===== src/rtl/panel_power_sequencer.sv =====
// Internal LCD panel power sequencer: orders panel power, LVDS drive and backlight
// with tick-based delays, and enforces a minimum off time before re-power.
module panel_power_sequencer #(
  parameter int CLK_DIV    = 33000,
  parameter int T_PWR_LVDS = 10,
  parameter int T_LVDS_BKL = 200,
  parameter int T_BKL_LVDS = 200,
  parameter int T_LVDS_PWR = 10,
  parameter int T_OFF_MIN  = 500,
  parameter int TW         = 10
) (
  input  logic       LPC_CLK33M_GMUX,
  input  logic       GMUX_RST,
  input  logic       LVDS_IG_PANEL_PWR,
  input  logic       LVDS_IG_BKL_ON,
  output logic       LCD_PWR_EN,
  output logic       LVDS_OUT_EN,
  output logic       LCD_BKLT_EN,
  output logic [2:0] SEQ_STATE,
  output logic       SEQ_BUSY
);

  localparam int PW = (CLK_DIV > 1) ? $clog2(CLK_DIV) : 1;

  typedef enum logic [2:0] {
    S_OFF       = 3'd0,
    S_PWR_UP    = 3'd1,
    S_LVDS_ON   = 3'd2,
    S_BKL_ON    = 3'd3,
    S_BKL_DOWN  = 3'd4,
    S_LVDS_DOWN = 3'd5,
    S_OFF_HOLD  = 3'd6,
    S_BAD       = 3'd7
  } state_e;

  state_e          state_q, state_d;
  logic [1:0]      preq_sync_q, breq_sync_q;
  logic [PW-1:0]   pre_q;
  logic [TW-1:0]   tcnt_q;
  logic            pwr_q, lvds_q, bkl_q, busy_q;
  logic            preq, breq, tick;
  logic [TW:0]     tnow;
  logic            el_pwr_lvds, el_lvds_bkl, el_bkl_lvds, el_lvds_pwr, el_off_min;

  assign preq = preq_sync_q[1];
  assign breq = breq_sync_q[1];
  assign tick = (pre_q == PW'(CLK_DIV - 1));

  // Look ahead by the current tick so a state is left exactly T*CLK_DIV cycles after entry.
  assign tnow        = {1'b0, tcnt_q} + (TW+1)'(tick);
  assign el_pwr_lvds = (tnow >= (TW+1)'(T_PWR_LVDS));
  assign el_lvds_bkl = (tnow >= (TW+1)'(T_LVDS_BKL));
  assign el_bkl_lvds = (tnow >= (TW+1)'(T_BKL_LVDS));
  assign el_lvds_pwr = (tnow >= (TW+1)'(T_LVDS_PWR));
  assign el_off_min  = (tnow >= (TW+1)'(T_OFF_MIN));

  always_ff @(posedge LPC_CLK33M_GMUX) begin
    if (GMUX_RST) begin
      preq_sync_q <= '0;
      breq_sync_q <= '0;
    end else begin
      preq_sync_q <= {preq_sync_q[0], LVDS_IG_PANEL_PWR};
      breq_sync_q <= {breq_sync_q[0], LVDS_IG_BKL_ON};
    end
  end

  always_comb begin
    state_d = state_q;
    case (state_q)
      S_OFF:       if (preq) state_d = S_PWR_UP;
      S_PWR_UP:    if (!preq) state_d = S_OFF_HOLD;
                   else if (el_pwr_lvds) state_d = S_LVDS_ON;
      S_LVDS_ON:   if (!preq) state_d = S_LVDS_DOWN;
                   else if (breq && el_lvds_bkl) state_d = S_BKL_ON;
      S_BKL_ON:    if (!breq || !preq) state_d = S_BKL_DOWN;
      S_BKL_DOWN:  if (el_bkl_lvds) state_d = preq ? S_LVDS_ON : S_LVDS_DOWN;
      S_LVDS_DOWN: if (el_lvds_pwr) state_d = S_OFF_HOLD;
      S_OFF_HOLD:  if (el_off_min) state_d = S_OFF;
      default:     state_d = S_OFF_HOLD;
    endcase
  end

  always_ff @(posedge LPC_CLK33M_GMUX) begin
    if (GMUX_RST || (state_d != state_q)) begin
      pre_q  <= '0;
      tcnt_q <= '0;
    end else begin
      pre_q <= tick ? '0 : pre_q + PW'(1);
      if (tick && (tcnt_q != '1)) tcnt_q <= tcnt_q + TW'(1);
    end
  end

  // Outputs are registered from the next state so they track state_q exactly.
  always_ff @(posedge LPC_CLK33M_GMUX) begin
    if (GMUX_RST) begin
      state_q <= S_OFF;
      pwr_q   <= 1'b0;
      lvds_q  <= 1'b0;
      bkl_q   <= 1'b0;
      busy_q  <= 1'b0;
    end else begin
      state_q <= state_d;
      pwr_q   <= 1'b0;
      lvds_q  <= 1'b0;
      bkl_q   <= 1'b0;
      busy_q  <= 1'b0;
      case (state_d)
        S_PWR_UP:    begin pwr_q <= 1'b1; busy_q <= 1'b1; end
        S_LVDS_ON:   begin pwr_q <= 1'b1; lvds_q <= 1'b1; end
        S_BKL_ON:    begin pwr_q <= 1'b1; lvds_q <= 1'b1; bkl_q <= 1'b1; end
        S_BKL_DOWN:  begin pwr_q <= 1'b1; lvds_q <= 1'b1; busy_q <= 1'b1; end
        S_LVDS_DOWN: begin pwr_q <= 1'b1; busy_q <= 1'b1; end
        S_OFF_HOLD:  busy_q <= 1'b1;
        default:     ;
      endcase
    end
  end

  assign LCD_PWR_EN  = pwr_q;
  assign LVDS_OUT_EN = lvds_q;
  assign LCD_BKLT_EN = bkl_q;
  assign SEQ_STATE   = state_q;
  assign SEQ_BUSY    = busy_q;

endmodule


===== config.mk =====
export PLATFORM = sky130hd
export DESIGN_NAME = panel_power_sequencer
export DESIGN_NICKNAME = d
export VERILOG_FILES = /design/src/rtl/panel_power_sequencer.sv
export SDC_FILE = /design/constraint.sdc
export NUM_CORES = 1
export LEC_CHECK = 0
export CAP_MARGIN = 30
export CORE_UTILIZATION = 35
export CTS_CLUSTER_DIAMETER = 50
export DETAILED_ROUTE_END_ITERATION = 7
export PLACE_DENSITY = 0.63
export REMOVE_ABC_BUFFERS = 1
export SLEW_MARGIN = 15
export SYNTH_ARGS = -nofsm -noshare
export SYNTH_HDL_FRONTEND = slang
export SYNTH_SLANG_ARGS = --single-unit

===== constraint.sdc =====
create_clock -name LPC_CLK33M_GMUX -period 4.9 [get_ports LPC_CLK33M_GMUX]
set_input_delay 0.735 -clock LPC_CLK33M_GMUX [delete_from_list [all_inputs] [get_ports LPC_CLK33M_GMUX]]
set_output_delay 0.735 -clock LPC_CLK33M_GMUX [all_outputs]
set_load 0.02 [all_outputs]

==> out/summary.json, run 1 <==
{
  "min_path_cells": 1,
  "detailed_place.area_um2": 2270,
  "final-setup-viol-count": 0,
  "clkPwrFrac_pct": 37.8,
  "post_cts_resized": 0,
  "layout.cells.most_common_list": "sky130_fd_sc_hd__dfxtp_1 (37), sky130_fd_sc_hd__nor2_1 (35), sky130_fd_sc_hd__nand2_1 (15)",
  "post_synth_inst_count": 254,
  "ys_seq_elements": 37,
  "worstSetupPathType": "flop to flop",
  "detailedPlace.worstSlack_ps": 747,
  "worst_ep_arrival_ps": 4360,
  "synth-compound-area-share_pct": 14.5,
  "count_of_flip_flops_with_a_built_in_enable_after_synthesis": 0,
  "coreArea_um2": 5920,
  "final.period_utilization_pct": 85.2,
  "synth.avg_cell_area_um2": 8.42,
  "postCtsSetupBuffers": 0,
  "grt_first_pass_wirelength_um": 7380,
  "drt.antenna.violating_nets": 0,
  "dp.cells": 329,
  "cts-root-buf": "sky130_fd_sc_hd__clkbuf_8",
  "cts_hold_buf": 0,
  "htree_levels": 2,
  "yosys.area_share.adder_pct": 2.34,
  "floorplan.die.height_um": 80.2,
  "worst-r2r-cell-count": 14,
  "finalNetCount": 269,
  "final_design_area_no_fill_um2": 2410,
  "worst_setup_sp_type": "flop",
  "final.min_clock_period_ps": 4180,
  "path_common_cell": "sky130_fd_sc_hd__ha_1",
  "timing.critical_path.cells": "or4b_1, nor3_1, and3_1, ha_1, ha_1, nand3_1, or3_1, a222oi_1, a211oi_1, or2_0, o211ai_1, buf_4, nand2b_4, nor2_1",
  "endpoint_kind": "flop",
  "timing_worst_slew_pin_value_ps": 584,
  "detailed_route_via_count": 1808,
  "muxShareOfSynthArea_pct": 1.93,
  "worstPathRequired_ps": 5090,
  "critical_path.n_buffers_inverters": 1,
  "final-instance-count-excl-fill": 337,
  "share_of_layout_cells_above_drive_strength_1_pct": 10.3,
  "synthesis.yosys.warnings": 0,
  "placement.io_buffers": 10,
  "min-delay-path-class": "flop to flop",
  "clk_path_buf_depth": 2,
  "grt_pass1_vias": 1625,
  "synth_simple_gate_area_share_pct": 32.4,
  "comb_power_share_pct": 21.4,
  "p_sw_share_pct": 28.6,
  "peakVddDrop_v": 0.000216,
  "antenna_cells_inserted": 0,
  "critPathTopFamily": "simple AND/OR/NAND/NOR gates",
  "post_route_setup_tns_ps": 0,
  "overflow": 0,
  "power.internal_uw": 602,
  "vias_per_std_cell": 5.36,
  "grt_setup_unrepaired": "false",
  "seqPwrFrac_pct": 40.8,
  "final_max_slew_viol_count": 0,
  "die_area_um2": 6430,
  "clock_latency_at_the_later_pin_of_the_worst_skew_pair_ps": 290,
  "cellPowerDensity_nw_per_um2": 350,
  "synth_top_family_by_area": "simple AND/OR/NAND/NOR gates",
  "gp_congestion": 0.841,
  "placementRows": 28,
  "yosysSeqAreaShare_pct": 34.6,
  "design.portCount": 11,
  "postSynth.topFlopCell": "sky130_fd_sc_hd__dfxtp_1",
  "drc_errors": 0,
  "ys_async_sr_fraction_pct": 0,
  "worst-path-stages": 14,
  "max_freq_mhz": 240,
  "cts_tree": "done",
  "sinks_on_the_clock_net": 37,
  "count_of_maximum_capacitance_violations": 0,
  "hold_violations": 0,
  "grt_antenna_before_repair": 0,
  "critPathMaxFanout": 20,
  "grt_util_all_layers_pct": 14.6,
  "cpPeakStageDelay_ps": 500,
  "drt_pass1_iterations": 5,
  "largest_clock_skew_in_the_final_design_ps": 8.12,
  "initial_utilization_pct": 36.1,
  "worst_setup_hold_path_clk_slew_ps": 80,
  "grt_max_degree": 21,
  "most_frequent_standard_cell_in_the_layout_excluding_fill_and_tap_cells": "sky130_fd_sc_hd__dfxtp_1",
  "initialDrtViolationCount": 187,
  "max_stage_delay_cell_worst_path": "sky130_fd_sc_hd__or4b_1",
  "setup_slack_ps": 725,
  "switchingPower_uw": 240,
  "chipWidth_um": 80.2,
  "dp.final_hpwl_um": 3040,
  "status": "finished clean",
  "relSlewSlack_pct": 60.6,
  "wl_um": 4210,
  "tritoncts_buffer_count": 5,
  "synth.lib_cells_used.distinct": 52,
  "wire_per_inst_um": 12.5,
  "power.leakage_nw": 0.811,
  "xor_xnor_share_of_the_synthesized_area_pct": 9.42,
  "synth.cell_area_um2": 2140,
  "area_growth_pct": 12.6
}
[worst paths after layout]
check / startpoint / end / slack, ps
worst min register to register: breq_sync_q[0] / breq_sync_q[1] / 430
worst max-delay path: pre_q[12] / pre_q[3] / 720
worst max register to register: pre_q[12] / pre_q[3] / 720
worst min-delay path: breq_sync_q[0] / breq_sync_q[1] / 430
[Yosys cell counts (2+ instances only)]
cell                       instances  area, µm²
sky130_fd_sc_hd__nand2_1          15       56.3
sky130_fd_sc_hd__ha_1              4       50.1
sky130_fd_sc_hd__nor4_1            3       18.8
sky130_fd_sc_hd__nand3_1          13       65.1
sky130_fd_sc_hd__and3_1            7       43.8
sky130_fd_sc_hd__nor2_4            9        101
sky130_fd_sc_hd__nand3b_1          3       22.5
sky130_fd_sc_hd__dfxtp_1          37        741
sky130_fd_sc_hd__xnor2_1          12        105
sky130_fd_sc_hd__inv_1             7       26.3
sky130_fd_sc_hd__nor2_1           35        131
sky130_fd_sc_hd__a21oi_1           6       30.0
sky130_fd_sc_hd__xor2_1           11       96.3
sky130_fd_sc_hd__nand2b_1          3       18.8
sky130_fd_sc_hd__o21ai_0          10       50.1
sky130_fd_sc_hd__nand4_1           7       43.8
sky130_fd_sc_hd__nor3_1           10       50.1
sky130_fd_sc_hd__o21a_1            3       22.5
sky130_fd_sc_hd__mux2i_1           3       30.0
sky130_fd_sc_hd__a211oi_1          3       22.5
sky130_fd_sc_hd__or4_1             2       15.0
sky130_fd_sc_hd__buf_2             3       15.0
sky130_fd_sc_hd__or3_1             6       37.5
sky130_fd_sc_hd__nor2b_1           6       37.5
sky130_fd_sc_hd__o211ai_1          3       22.5
sky130_fd_sc_hd__clkbuf_1          6       22.5
sky130_fd_sc_hd__a311oi_1          2       17.5
[per-stage QoR]
stage | hold slack (ps) | power [mW] | utilization (%)
after floorplan | 414 | 0.468 | -
after detailed placement | 424 | 0.530 | 38.4
after global placement | 425 | 0.531 | 38.4
after CTS | 438 | 0.851 | 40.7
final | 434 | 0.842 | 40.7
after global routing | 459 | 0.884 | 40.7
[metal layers]
metal | part of all wire, % | vias to the layer above | global-route usage [%]
met5 | 0 | - | 0
met4 | 2.0 | 0 | 6.61
met3 | 3.8 | 9 | 3.75
met2 | 47 | 42 | 22.6
met1 | 47 | 839 | 18.8
li1 | - | 918 | -
[registers in the layout, summed over array words and instances, names as in the netlist]
register and cells:
pre_q 16, SEQ_BUSY 1, preq_sync_q 2, LCD_BKLT_EN 1, LVDS_OUT_EN 1, breq_sync_q 2
SEQ_STATE 3, LCD_PWR_EN 1, tcnt_q 10
[cells by family after synthesis]
group           count (synthesis)
simple gates                  125
buf+inv                        19
mux                             4
flops                          37
compound gates                 42
xor+xnor                       23
fa+ha+maj                       4
[power by group through the flow]
stage / Combinational, mW / Sequential (mW) / Clock [mW]
2_1_floorplan: 0.106 / 0.362 / 0
3_3_place_gp: 0.181 / 0.350 / 0
3_5_place_dp: 0.180 / 0.350 / 0
4_1_cts: 0.181 / 0.343 / 0.327
5_1_grt: 0.198 / 0.347 / 0.340
6_report: 0.180 / 0.344 / 0.318
[layout make-up]
class | instances | area, µm²
inverter | 7 | 26.3
fill | 594 | 3510
tap | 75 | 93.8
clock inverter | 3 | 68.8
timing repair buffer | 12 | 115
multi-input combinational | 198 | 1290
clock buffer | 5 | 68.8
sequential | 37 | 741
No activity file was read; power rests on OpenSTA's default activity.
==> run 2: changes to the inputs <==
- CORE_UTILIZATION: 35 -> 59
- PLACE_DENSITY: 0.63 -> 0.91
==> run 2 against run 1 <==
Global-route usage is 9.7 points higher. Power down 19%. Via count rose by 1.7%. Sequential share of layout area up 1.7 points. Clock power fell by 50%. Routed wire length grew 4.8%. Clock-buffer cell count rose by 1. First-iteration DRC count down 7.0%. Critical endpoint is now pre_q[5]. Largest cell class unchanged.
==> out/summary.json, run 2 (same netlist as run 1, synthesis figures left out) <==
{
  "status": "finished clean",
  "cts_tree": "done",
  "worst_setup_sp_type": "flop",
  "worstSetupPathType": "flop to flop",
  "overflow": {"value": 0, "change": "unchanged"},
  "largest_clock_skew_in_the_final_design": {"value": 12.4, "unit": "ps", "change": "+4.24 ps"},
  "tritoncts_buffer_count": {"value": 5, "change": "unchanged"},
  "cellPowerDensity": {"value": 298, "unit": "nW/µm²", "change": "-15%"},
  "grt_antenna_before_repair": {"value": 0, "change": "unchanged"},
  "clock_latency_at_the_later_pin_of_the_worst_skew_pair": {"value": 340, "unit": "ps", "change": "+50 ps"},
  "path_common_cell": "sky130_fd_sc_hd__ha_1",
  "setup_slack": {"value": 778, "unit": "ps", "change": "+53.1 ps"},
  "design.portCount": {"value": 11, "change": "unchanged"},
  "largest_register_ffs": {"value": 16, "change": "unchanged"},
  "layout.cells.most_common_list": "sky130_fd_sc_hd__dfxtp_1 (37), sky130_fd_sc_hd__nor2_1 (35), sky130_fd_sc_hd__nand2_1 (15)",
  "power.leakage": {"value": 0.762, "unit": "nW", "change": "-6.0%"},
  "critPathMaxFanout": {"value": 20, "change": "unchanged"},
  "grt_pass1_vias": {"value": 1760, "change": "+8.3%"},
  "final.period_utilization": {"value": 84.1, "unit": "%", "change": "-1.1 points"},
  "drt_pass1_iterations": {"value": 5, "change": "unchanged"},
  "worst_ep_arrival": {"value": 4360, "unit": "ps", "change": "about the same"},
  "crit-reg2reg-launch": "pre_q[12]",
  "drt.antenna.violating_nets": {"value": 0, "change": "unchanged"},
  "cpPeakStageDelay": {"value": 500, "unit": "ps", "change": "about the same"},
  "top_reg_by_flops": "pre_q",
  "coreArea": {"value": 3420, "unit": "µm²", "change": "-42%"},
  "placement.io_buffers": {"value": 10, "change": "unchanged"},
  "chipWidth": {"value": 62.2, "unit": "µm", "change": "-22%"},
  "final-setup-viol-count": {"value": 0, "change": "unchanged"},
  "initialDrtViolationCount": {"value": 174, "change": "-7.0%"},
  "dp.final_hpwl": {"value": 3190, "unit": "µm", "change": "+5.0%"},
  "clk_path_buf_depth": {"value": 2, "change": "unchanged"},
  "grt_util_all_layers": {"value": 24.3, "unit": "%", "change": "+9.7 points"},
  "grt_setup_unrepaired": "false",
  "crit_path_end": "pre_q[5]",
  "detailed_route_via_count": {"value": 1839, "change": "+1.7%"},
  "finalNetCount": {"value": 268, "change": "-0.37%"},
  "min-delay-path-class": "flop to flop",
  "post_cts_resized": {"value": 0, "change": "unchanged"},
  "crit_path_start": "pre_q[12]",
  "sinks_on_the_clock_net": {"value": 37, "change": "unchanged"},
  "max_freq": {"value": 243, "unit": "MHz", "change": "+1.3%"},
  "floorplan.die.height": {"value": 62.2, "unit": "µm", "change": "-22%"},
  "most_frequent_standard_cell_in_the_layout_excluding_fill_and_tap_cells": "sky130_fd_sc_hd__dfxtp_1",
  "relSlewSlack": {"value": 48.5, "unit": "%", "change": "-12 points"},
  "placementRows": {"value": 21, "change": "-25%"},
  "max_stage_delay_cell_worst_path": "sky130_fd_sc_hd__or4b_1",
  "die_area": {"value": 3870, "unit": "µm²", "change": "-40%"},
  "total_power": {"value": 681, "unit": "µW", "change": "-19%"},
  "final_max_slew_viol_count": {"value": 0, "change": "unchanged"},
  "worst_setup_hold_path_clk_slew": {"value": 110, "unit": "ps", "change": "+30 ps"},
  "r2r-end": "pre_q[5]",
  "peakVddDrop": {"value": 0.000215, "unit": "V", "change": "-0.72%"},
  "setup.reg_to_reg.worst_slack": {"value": 780, "unit": "ps", "change": "+50 ps"},
  "timing.critical_path.cells": "or4b_1, nor3_1, and3_1, ha_1, ha_1, nand3_1, or3_1, a222oi_1, a211oi_1, or2_0, o211ai_1, buf_4, nand2b_4, nor2_1",
  "cts-root-buf": "sky130_fd_sc_hd__clkbuf_4",
  "postCtsSetupBuffers": {"value": 0, "change": "unchanged"},
  "wire_per_inst": {"value": 14.4, "unit": "µm", "change": "+15%"},
  "endpoint_kind": "flop",
  "wl": {"value": 4420, "unit": "µm", "change": "+4.8%"},
  "antenna_cells_inserted": {"value": 0, "change": "unchanged"},
  "worstPathRequired": {"value": 5140, "unit": "ps", "change": "+50 ps"},
  "grt_first_pass_wirelength": {"value": 7560, "unit": "µm", "change": "+2.3%"},
  "count_of_maximum_capacitance_violations": {"value": 0, "change": "unchanged"},
  "final_core_util": {"value": 66.8, "unit": "%", "change": "+26 points"},
  "detailedPlace.worstSlack": {"value": 820, "unit": "ps", "change": "+73.6 ps"},
  "cts_hold_buf": {"value": 0, "change": "unchanged"},
  "gp_congestion": {"value": 0.928, "change": "+10%"},
  "grt_max_degree": {"value": 21, "change": "unchanged"},
  "drc_errors": {"value": 0, "change": "unchanged"},
  "vias_per_std_cell": {"value": 5.99, "change": "+12%"},
  "initial_utilization": {"value": 62.6, "unit": "%", "change": "+26 points"},
  "final.min_clock_period": {"value": 4120, "unit": "ps", "change": "-53.1 ps"},
  "worst-r2r-cell-count": {"value": 14, "change": "unchanged"},
  "area_growth_pct": 6.79,
  "hold_violations": {"value": 0, "change": "unchanged"},
  "share_of_layout_cells_above_drive_strength_1": {"value": 9.58, "unit": "%", "change": "-0.73 points"},
  "timing_worst_slew_pin_value": {"value": 768, "unit": "ps", "change": "+184 ps"},
  "htree_levels": {"value": 2, "change": "unchanged"}
}
[run 2: cell count changes in the layout (fill, tap and decap cells not counted), sizes merged]
cell	before	now
bufinv	2	0
clkinvlp	0	2
buf	2	1
clkbuf	5	6
inv	8	7
[run 2: layer usage]
layer,up-vias,track usage (%),part of all wire (%)
met2,61,42.0,48
met4,0,12.2,2.4
li1,913,-,-
met5,-,0,0
met3,14,5.51,5.7
met1,851,27.9,44
[run 2: worst min path at each step]
stage | from | to | slack, ps | depth (start not counted)
6_report | pre_q[0] | pre_q[0] | 450 | 1
2_1_floorplan | breq_sync_q[0] | breq_sync_q[1] | 410 | 1
3_5_place_dp | pre_q[0] | pre_q[0] | 440 | 1
3_3_place_gp | preq_sync_q[0] | preq_sync_q[1] | 420 | 1
5_1_grt | pre_q[0] | pre_q[0] | 480 | 1
4_1_cts | pre_q[0] | pre_q[0] | 460 | 1
[run 2: stage by stage]
stage | setup TNS [ps] | hold slack (ps) | instance area, µm² | std cells
after global placement | 0 | 423 | 2230 | 299
final | 0 | 453 | 2280 | 307
after floorplan | -1290 | 414 | 2060 | 242
after detailed placement | 0 | 444 | 2230 | 299
after CTS | 0 | 462 | 2280 | 307
after global routing | 0 | 485 | 2280 | 307
[run 2: cell type report]
cell class / instances / area, µm²
clock buffer: 6 / 41.3
clock inverter: 2 / 15.0
fill: 279 / 1130
inverter: 7 / 26.3
multi-input combinational: 198 / 1290
sequential: 37 / 741
tap: 46 / 57.6
timing repair buffer: 11 / 108
[run 2: where the power goes]
| group | total, mW | internal (mW) | switching [mW] | leakage [nW] |
|---|---|---|---|---|
| registers | 0.344 | 0.322 | 0.0216 | 0.300 |
| clock network | 0.160 | 0.0561 | 0.104 | 0.0245 |
| logic | 0.177 | 0.0712 | 0.106 | 0.437 |
[run 2: worst max-delay path: cells and delay by family, from the launching register on]
| kind | cells | cell delay, ps |
|---|---|---|
| flops | 1 | 350 |
| fa+ha+maj | 2 | 580 |
| compound gates | 3 | 710 |
| buf+inv | 1 | 370 |
| simple gates | 8 | 1980 |
